## config.mk

```make
export PLATFORM = sky130hd
export DESIGN_NAME = alu_ctrl_fsm
export DESIGN_NICKNAME = d
export VERILOG_FILES = /design/src/rtl/cpu_pkg.sv /design/src/rtl/alu_ctrl_decode.sv /design/src/rtl/alu_ctrl_fsm.sv
export SDC_FILE = /design/constraint.sdc
export NUM_CORES = 1
export LEC_CHECK = 0
export BUFFER_PORTS_ARGS = -buffer_cell sky130_fd_sc_hd__buf_2
export CORE_MARGIN = 1
export CORE_UTILIZATION = 35
export CTS_CLUSTER_SIZE = 24
export DETAILED_ROUTE_END_ITERATION = 8
export PLACE_DENSITY = 0.73
export SYNTH_ARGS = -nofsm -noshare
export SYNTH_HDL_FRONTEND = slang
export SYNTH_HIERARCHICAL = 1
export SYNTH_SLANG_ARGS = --single-unit
```

## constraint.sdc

```tcl
create_clock -name clk -period 1.7 [get_ports clk]
set_input_delay 0.255 -clock clk [delete_from_list [all_inputs] [get_ports clk]]
set_output_delay 0.255 -clock clk [all_outputs]
set_load 0.005 [all_outputs]
```

## src/rtl/cpu_pkg.sv

```systemverilog
// Shared types and encodings for the multi-cycle 8-bit CPU control path.
// State enum, opcode map, ALU operation codes and ALU B-operand selects.
package cpu_pkg;

    typedef enum logic [3:0] {
        IDLE    = 4'd0,
        FETCH   = 4'd1,
        DECODE  = 4'd2,
        EXEC_R  = 4'd3,
        MEM_RD  = 4'd4,
        MEM_WR  = 4'd5,
        BR_CMP  = 4'd6,
        BR_SKIP = 4'd7,
        JUMP    = 4'd8
    } state_t;

    localparam logic [2:0] OP_AND = 3'b000;
    localparam logic [2:0] OP_OR  = 3'b001;
    localparam logic [2:0] OP_ADD = 3'b010;
    localparam logic [2:0] OP_SUB = 3'b011;
    localparam logic [2:0] OP_LD  = 3'b100;
    localparam logic [2:0] OP_ST  = 3'b101;
    localparam logic [2:0] OP_BEQ = 3'b110;
    localparam logic [2:0] OP_JMP = 3'b111;

    localparam logic [1:0] ALU_AND = 2'b00;
    localparam logic [1:0] ALU_OR  = 2'b01;
    localparam logic [1:0] ALU_ADD = 2'b10;
    localparam logic [1:0] ALU_SUB = 2'b11;

    localparam logic [1:0] SRCB_RS  = 2'b00;
    localparam logic [1:0] SRCB_ONE = 2'b01;
    localparam logic [1:0] SRCB_TWO = 2'b10;

endpackage

```

## src/rtl/alu_ctrl_decode.sv

```systemverilog
// Combinational Moore decoder from control state to datapath controls.
// Register enables in memory states only fire in the cycle the memory completes.
module alu_ctrl_decode
    import cpu_pkg::*;
(
    input  state_t     state,
    input  logic [2:0] op,
    input  logic       mem_ready,
    output logic       mem_req,
    output logic       mem_write,
    output logic       adr_src,
    output logic       ir_write,
    output logic       pc_write,
    output logic       pc_src,
    output logic       reg_write,
    output logic       result_src,
    output logic       alu_src_a,
    output logic [1:0] alu_src_b,
    output logic [1:0] alu_control,
    output logic       busy
);

    always_comb begin
        mem_req     = 1'b0;
        mem_write   = 1'b0;
        adr_src     = 1'b0;
        ir_write    = 1'b0;
        pc_write    = 1'b0;
        pc_src      = 1'b0;
        reg_write   = 1'b0;
        result_src  = 1'b0;
        alu_src_a   = 1'b0;
        alu_src_b   = SRCB_RS;
        alu_control = ALU_ADD;
        busy        = 1'b1;
        case (state)
            IDLE: begin
                busy        = 1'b0;
                alu_control = ALU_AND;
            end
            // PC+1 is computed while the instruction is read.
            FETCH: begin
                mem_req   = 1'b1;
                alu_src_b = SRCB_ONE;
                ir_write  = mem_ready;
                pc_write  = mem_ready;
            end
            EXEC_R: begin
                alu_src_a   = 1'b1;
                alu_control = op[1:0];
                reg_write   = 1'b1;
            end
            MEM_RD: begin
                mem_req    = 1'b1;
                adr_src    = 1'b1;
                result_src = 1'b1;
                reg_write  = mem_ready;
            end
            MEM_WR: begin
                mem_req   = 1'b1;
                mem_write = 1'b1;
                adr_src   = 1'b1;
            end
            BR_CMP: begin
                alu_src_a   = 1'b1;
                alu_control = ALU_SUB;
            end
            BR_SKIP: begin
                alu_src_b = SRCB_ONE;
                pc_write  = 1'b1;
            end
            JUMP: begin
                pc_write = 1'b1;
                pc_src   = 1'b1;
            end
            default: ;
        endcase
    end

endmodule

```

## src/rtl/alu_ctrl_fsm.sv

```systemverilog
// Multi-cycle main control unit: fetch/decode/execute sequencing, ALU control
// generation, memory handshake and retired-instruction counting.
module alu_ctrl_fsm
    import cpu_pkg::*;
#(
    parameter int CNT_W = 16
) (
    input  logic             clk,
    input  logic             rst_n,
    input  logic             Run,
    input  logic [7:0]       Instr,
    input  logic             Zero,
    input  logic             MemReady,
    output logic             MemReq,
    output logic             MemWrite,
    output logic             AdrSrc,
    output logic             IRWrite,
    output logic             PCWrite,
    output logic             PCSrc,
    output logic             RegWrite,
    output logic             ResultSrc,
    output logic             ALUSrcA,
    output logic [1:0]       ALUSrcB,
    output logic [1:0]       ALUControl,
    output logic             Busy,
    output logic [CNT_W-1:0] InstrCount,
    output logic [3:0]       dbg_state
);

    // Handshake: MemReq with AdrSrc/MemWrite is held stable from entry into a
    // memory state until the cycle MemReady=1; MemReady is ignored otherwise.
    state_t     state;
    state_t     state_next;
    logic [2:0] op;
    logic       retire;
    logic       unused_instr_bits;

    assign op                = Instr[7:5];
    assign unused_instr_bits = ^Instr[3:0];
    assign dbg_state         = state;

    always_ff @(posedge clk or negedge rst_n) begin
        if (!rst_n) state <= IDLE;
        else        state <= state_next;
    end

    always_comb begin
        state_next = state;
        case (state)
            IDLE:    if (Run) state_next = FETCH;
            FETCH:   if (MemReady) state_next = DECODE;
            DECODE: begin
                case (op)
                    OP_LD:   state_next = MEM_RD;
                    OP_ST:   state_next = MEM_WR;
                    OP_BEQ:  state_next = BR_CMP;
                    OP_JMP:  state_next = Instr[4] ? IDLE : JUMP;
                    default: state_next = EXEC_R;
                endcase
            end
            EXEC_R:  state_next = FETCH;
            MEM_RD:  if (MemReady) state_next = FETCH;
            MEM_WR:  if (MemReady) state_next = FETCH;
            BR_CMP:  state_next = Zero ? BR_SKIP : FETCH;
            BR_SKIP: state_next = FETCH;
            JUMP:    state_next = FETCH;
            default: state_next = IDLE;
        endcase
    end

    // An instruction retires when control returns to FETCH/IDLE from any state
    // after FETCH; this includes HALT leaving DECODE.
    assign retire = (state_next == FETCH || state_next == IDLE) &&
                    (state != IDLE) && (state != FETCH);

    always_ff @(posedge clk or negedge rst_n) begin
        if (!rst_n)      InstrCount <= '0;
        else if (retire) InstrCount <= InstrCount + CNT_W'(1);
    end

    alu_ctrl_decode u_decode (
        .state       (state),
        .op          (op),
        .mem_ready   (MemReady),
        .mem_req     (MemReq),
        .mem_write   (MemWrite),
        .adr_src     (AdrSrc),
        .ir_write    (IRWrite),
        .pc_write    (PCWrite),
        .pc_src      (PCSrc),
        .reg_write   (RegWrite),
        .result_src  (ResultSrc),
        .alu_src_a   (ALUSrcA),
        .alu_src_b   (ALUSrcB),
        .alu_control (ALUControl),
        .busy        (Busy)
    );

endmodule

```

==> flow_metrics.env <==
export IMPL_pre_cts_slack_ps=-47.07
export IMPL_yosys_top_cells_count="dfrtp_1 (20), xor2_1 (13), nand2_1 (8), nor2_1 (8), nor3_1 (7)"
export IMPL_reg2reg_from="dbg_state[0]$_DFF_PN0_"
export IMPL_crit_chain="nand3b_1 -> a211o_1 -> nand4_4 -> buf_6 -> mux2_4"
export IMPL_cp_end_kind="flop"
export IMPL_drtAntennaViolNets=0
export IMPL_cts_tree="yes"
export IMPL_violations="negative setup slack"
export IMPL_internal_power_mw=1.662
export IMPL_synth_ff_latch_count=20
export IMPL_leakagePower_nw=0.8954
export IMPL_fmax_ghz=0.5803
export IMPL_synth_edf_count=0
export IMPL_vias_per_cell=4.890
export IMPL_drt_iter0_drc=23
export IMPL_layout_drive_gt1_share_pct=47.64
export IMPL_switching_share_pct=39.99
export IMPL_numPortBuffers=41
export IMPL_crit_type="reg2reg"
export IMPL_power_density_nw_per_um2=1481
export IMPL_grt_pass1_wl_um=4767
export IMPL_synth_lib_cells_used_distinct=43
export IMPL_grtUsageMet1_pct=19.84
export IMPL_drv_slew=0
export IMPL_avgSynthCellArea_um2=10.17
export IMPL_cpPeakStageDelay_ps=460
export IMPL_place_area_um2=1610
export IMPL_start_util_pct=37.84
export IMPL_yosysSeqAreaShare_pct=38.13
export IMPL_grtUsageMet3_pct=3.261
export IMPL_reg2regPathDepth=5
export IMPL_crit_slowest_cell="dfrtp_2"
export IMPL_cts_root_buf="clkbuf_8"
export IMPL_cp_required_ps=1850
export IMPL_antenna_found_initial=0
export IMPL_grt_ovfl_total=0
export IMPL_drc=0
export IMPL_crit_fanout=8
export IMPL_vdd_ir_drop_max_mv=0.7443
export IMPL_dp_hpwl_um=2046
export IMPL_min_period_ps=1723
export IMPL_fillers=312
export IMPL_p_total_mw=2.770
export IMPL_gr_usage_all_layers_pct=15.04
export IMPL_io_pins=47
export IMPL_syn_to_final_growth_pct=42.52
export IMPL_timing_max_cap_violations=0
export IMPL_mappedNetlistArea_um2=1313
export IMPL_cp_start_kind="flop"
export IMPL_place_gp_congestion=0.7463
export IMPL_vias=1159
export IMPL_clkSlewWorstSetupHoldPaths_ps=70
export IMPL_synth_net_count=143
export IMPL_timing_final_ws_setup_ps=-23.18
export IMPL_seqPwrFrac_pct=31.2
export IMPL_final_area_um2=1871
export IMPL_die_area_um2=3999
export IMPL_rrSetupSlack_ps=-20
export IMPL_core_um2=3468
export IMPL_wire_per_inst_um=12.58
export IMPL_grt_pass1_vias=1044
export IMPL_synthFlopType="dfrtp_1"
export IMPL_grt_setup_unrepaired="yes"
export IMPL_busiest_layer="met2"
export IMPL_clock_sinks=20
export IMPL_diodes=0
export IMPL_yosys_cell_count_top_type="dfrtp_1"
export IMPL_p_comb_share_pct=57.3
export IMPL_cts_buffers=3
export IMPL_setup_viol=1
export IMPL_hold_viol_final=0
export IMPL_yosysTopAreaCell="dfrtp_1"
export IMPL_critPathArrivalTime_ps=1870
export IMPL_first_pass_iters=4
export IMPL_hp_class="in2reg"
export IMPL_min_to="dbg_state[2]$_DFF_PN0_"
export IMPL_rows=21
export IMPL_r2r_end="InstrCount[1]$_DFFE_PN0P_"
export IMPL_routed_wl_um=2982
export IMPL_final_core_util_pct=53.93
export IMPL_run_status="finished, violations left"
export IMPL_grt_start_max_net_pins=21
export IMPL_synthArstFlopShare_pct=100.0
export IMPL_power_net_switching_mw=1.108
export IMPL_cts_buffer_depth=2
export IMPL_synth_cells=129
export IMPL_gr_usage_met2_pct=25.13
export IMPL_synth_area_leaders="dfrtp_1 (38%), xor2_1 (8.7%), nor3_1 (2.7%), nor3_4 (2.5%), nand2b_1 (2.4%)"
export IMPL_cts_max_level=1
export IMPL_finalCritPeriodShare_pct=101.4
export IMPL_insertion_delay_ps=260
export IMPL_yosys_warnings=6
export IMPL_clkPwrFrac_pct=11.5
export IMPL_finalNetCount=206
export IMPL_dieWidth_um=63.24
export IMPL_fp_dieH_um=63.24
export IMPL_worstHoldStart="Instr[6]"
export IMPL_clock_skew_ps=2.271
export IMPL_synth_top_area_share_pct=38.13
export IMPL_hold_depth=4
[state kept, by name (all words and copies together), names as in the netlist]
register,flops
InstrCount,16
dbg_state,4
[power groups by stage]
| stage | sequential (mW) | combinational, mW | clock, mW |
|---|---|---|---|
| after global routing | 0.902 | 1.73 | 0.357 |
| after global placement | 0.852 | 1.26 | 0 |
| after floorplan | 0.874 | 0.811 | 0 |
| after CTS | 0.857 | 1.46 | 0.325 |
| final | 0.863 | 1.59 | 0.319 |
| after detailed placement | 0.856 | 1.28 | 0 |
[cell usage in the layout (no fill, tap or decap), drive strengths merged, types with 2 or more instances in the layout]
master,n
and3b,2
inv,5
nor3b,4
a21oi,4
nor4b,3
xor2,13
dfrtp,20
nand3b,3
nand3,6
and3,3
nand2,8
nand4,4
buf,63
clkbuf,4
xnor2,3
nor2,8
nor3,11
a211o,2
nor2b,3
nand2b,5
[worst max-delay path, delay by kind of cell, from the launching register on]
family	cells	cell delay (ps)
compound gates	1	370
flops	1	460
buf+inv	1	150
mux	1	290
simple gates	2	340
[metrics by stage]
step | hold WS [ps] | instances | TNS [ps]
finish | 372.1 | 237 | -23.18
CTS | 363.3 | 232 | 0
detailed placement | 225.6 | 220 | -108.5
floorplan | -40.59 | 129 | -4.568
global placement | 221.8 | 220 | -33.10
global route | 400.1 | 237 | -142.5
[what timing repair did]
action                                  4_1_cts  5_1_grt
endpoints found under the setup margin        9       14
gates resized for setup                       7       13
endpoints found under the hold margin        20        0
setup buffers                                 7        5
hold buffers                                  1        0
pin swaps                                     3        4
[cell type report]
cell class / count / area (µm²) / share of cell area [%]
inverters: 5 / 18.77 / 1.003
multi-input cells: 98 / 819.5 / 43.81
well taps: 46 / 57.56 / 3.077
repair buffers: 64 / 424.2 / 22.68
flip-flops and latches: 20 / 505.5 / 27.02
clock buffers: 4 / 45.04 / 2.408
[worst max path at each step]
| stage | endpoint | from | depth (start not counted) | slack (ps) |
|---|---|---|---|---|
| floorplan | InstrCount[1]$_DFFE_PN0P_ | dbg_state[1]$_DFF_PN0_ | 5 | -5 |
| global placement | InstrCount[15]$_DFFE_PN0P_ | dbg_state[2]$_DFF_PN0_ | 5 | -30 |
| detailed placement | InstrCount[15]$_DFFE_PN0P_ | dbg_state[2]$_DFF_PN0_ | 5 | -50 |
| CTS | InstrCount[15]$_DFFE_PN0P_ | dbg_state[2]$_DFF_PN0_ | 6 | 10 |
| global route | InstrCount[1]$_DFFE_PN0P_ | dbg_state[0]$_DFF_PN0_ | 5 | -60 |
| finish | InstrCount[1]$_DFFE_PN0P_ | dbg_state[0]$_DFF_PN0_ | 5 | -20 |
[cells by family after synthesis]
logic type | count (synthesis) | synth area share, %
adder cells (fa/ha/maj) | 1 | 0.9531
buffers and inverters | 11 | 5.528
multiplexers | 1 | 0.8579
AND/OR/NAND/NOR | 67 | 35.65
AO/OA/AOI/OAI | 12 | 7.912
XOR/XNOR | 16 | 10.68
flip-flops | 20 | 38.13
other | 1 | 0.2857
[metal layers]
layer	part of all wire [%]	vias up
li1	-	580
met1	46	563
met2	51	14
met3	2.3	2
met4	0.34	0
met5	0	-
No activity file was read; power rests on OpenSTA's default activity.
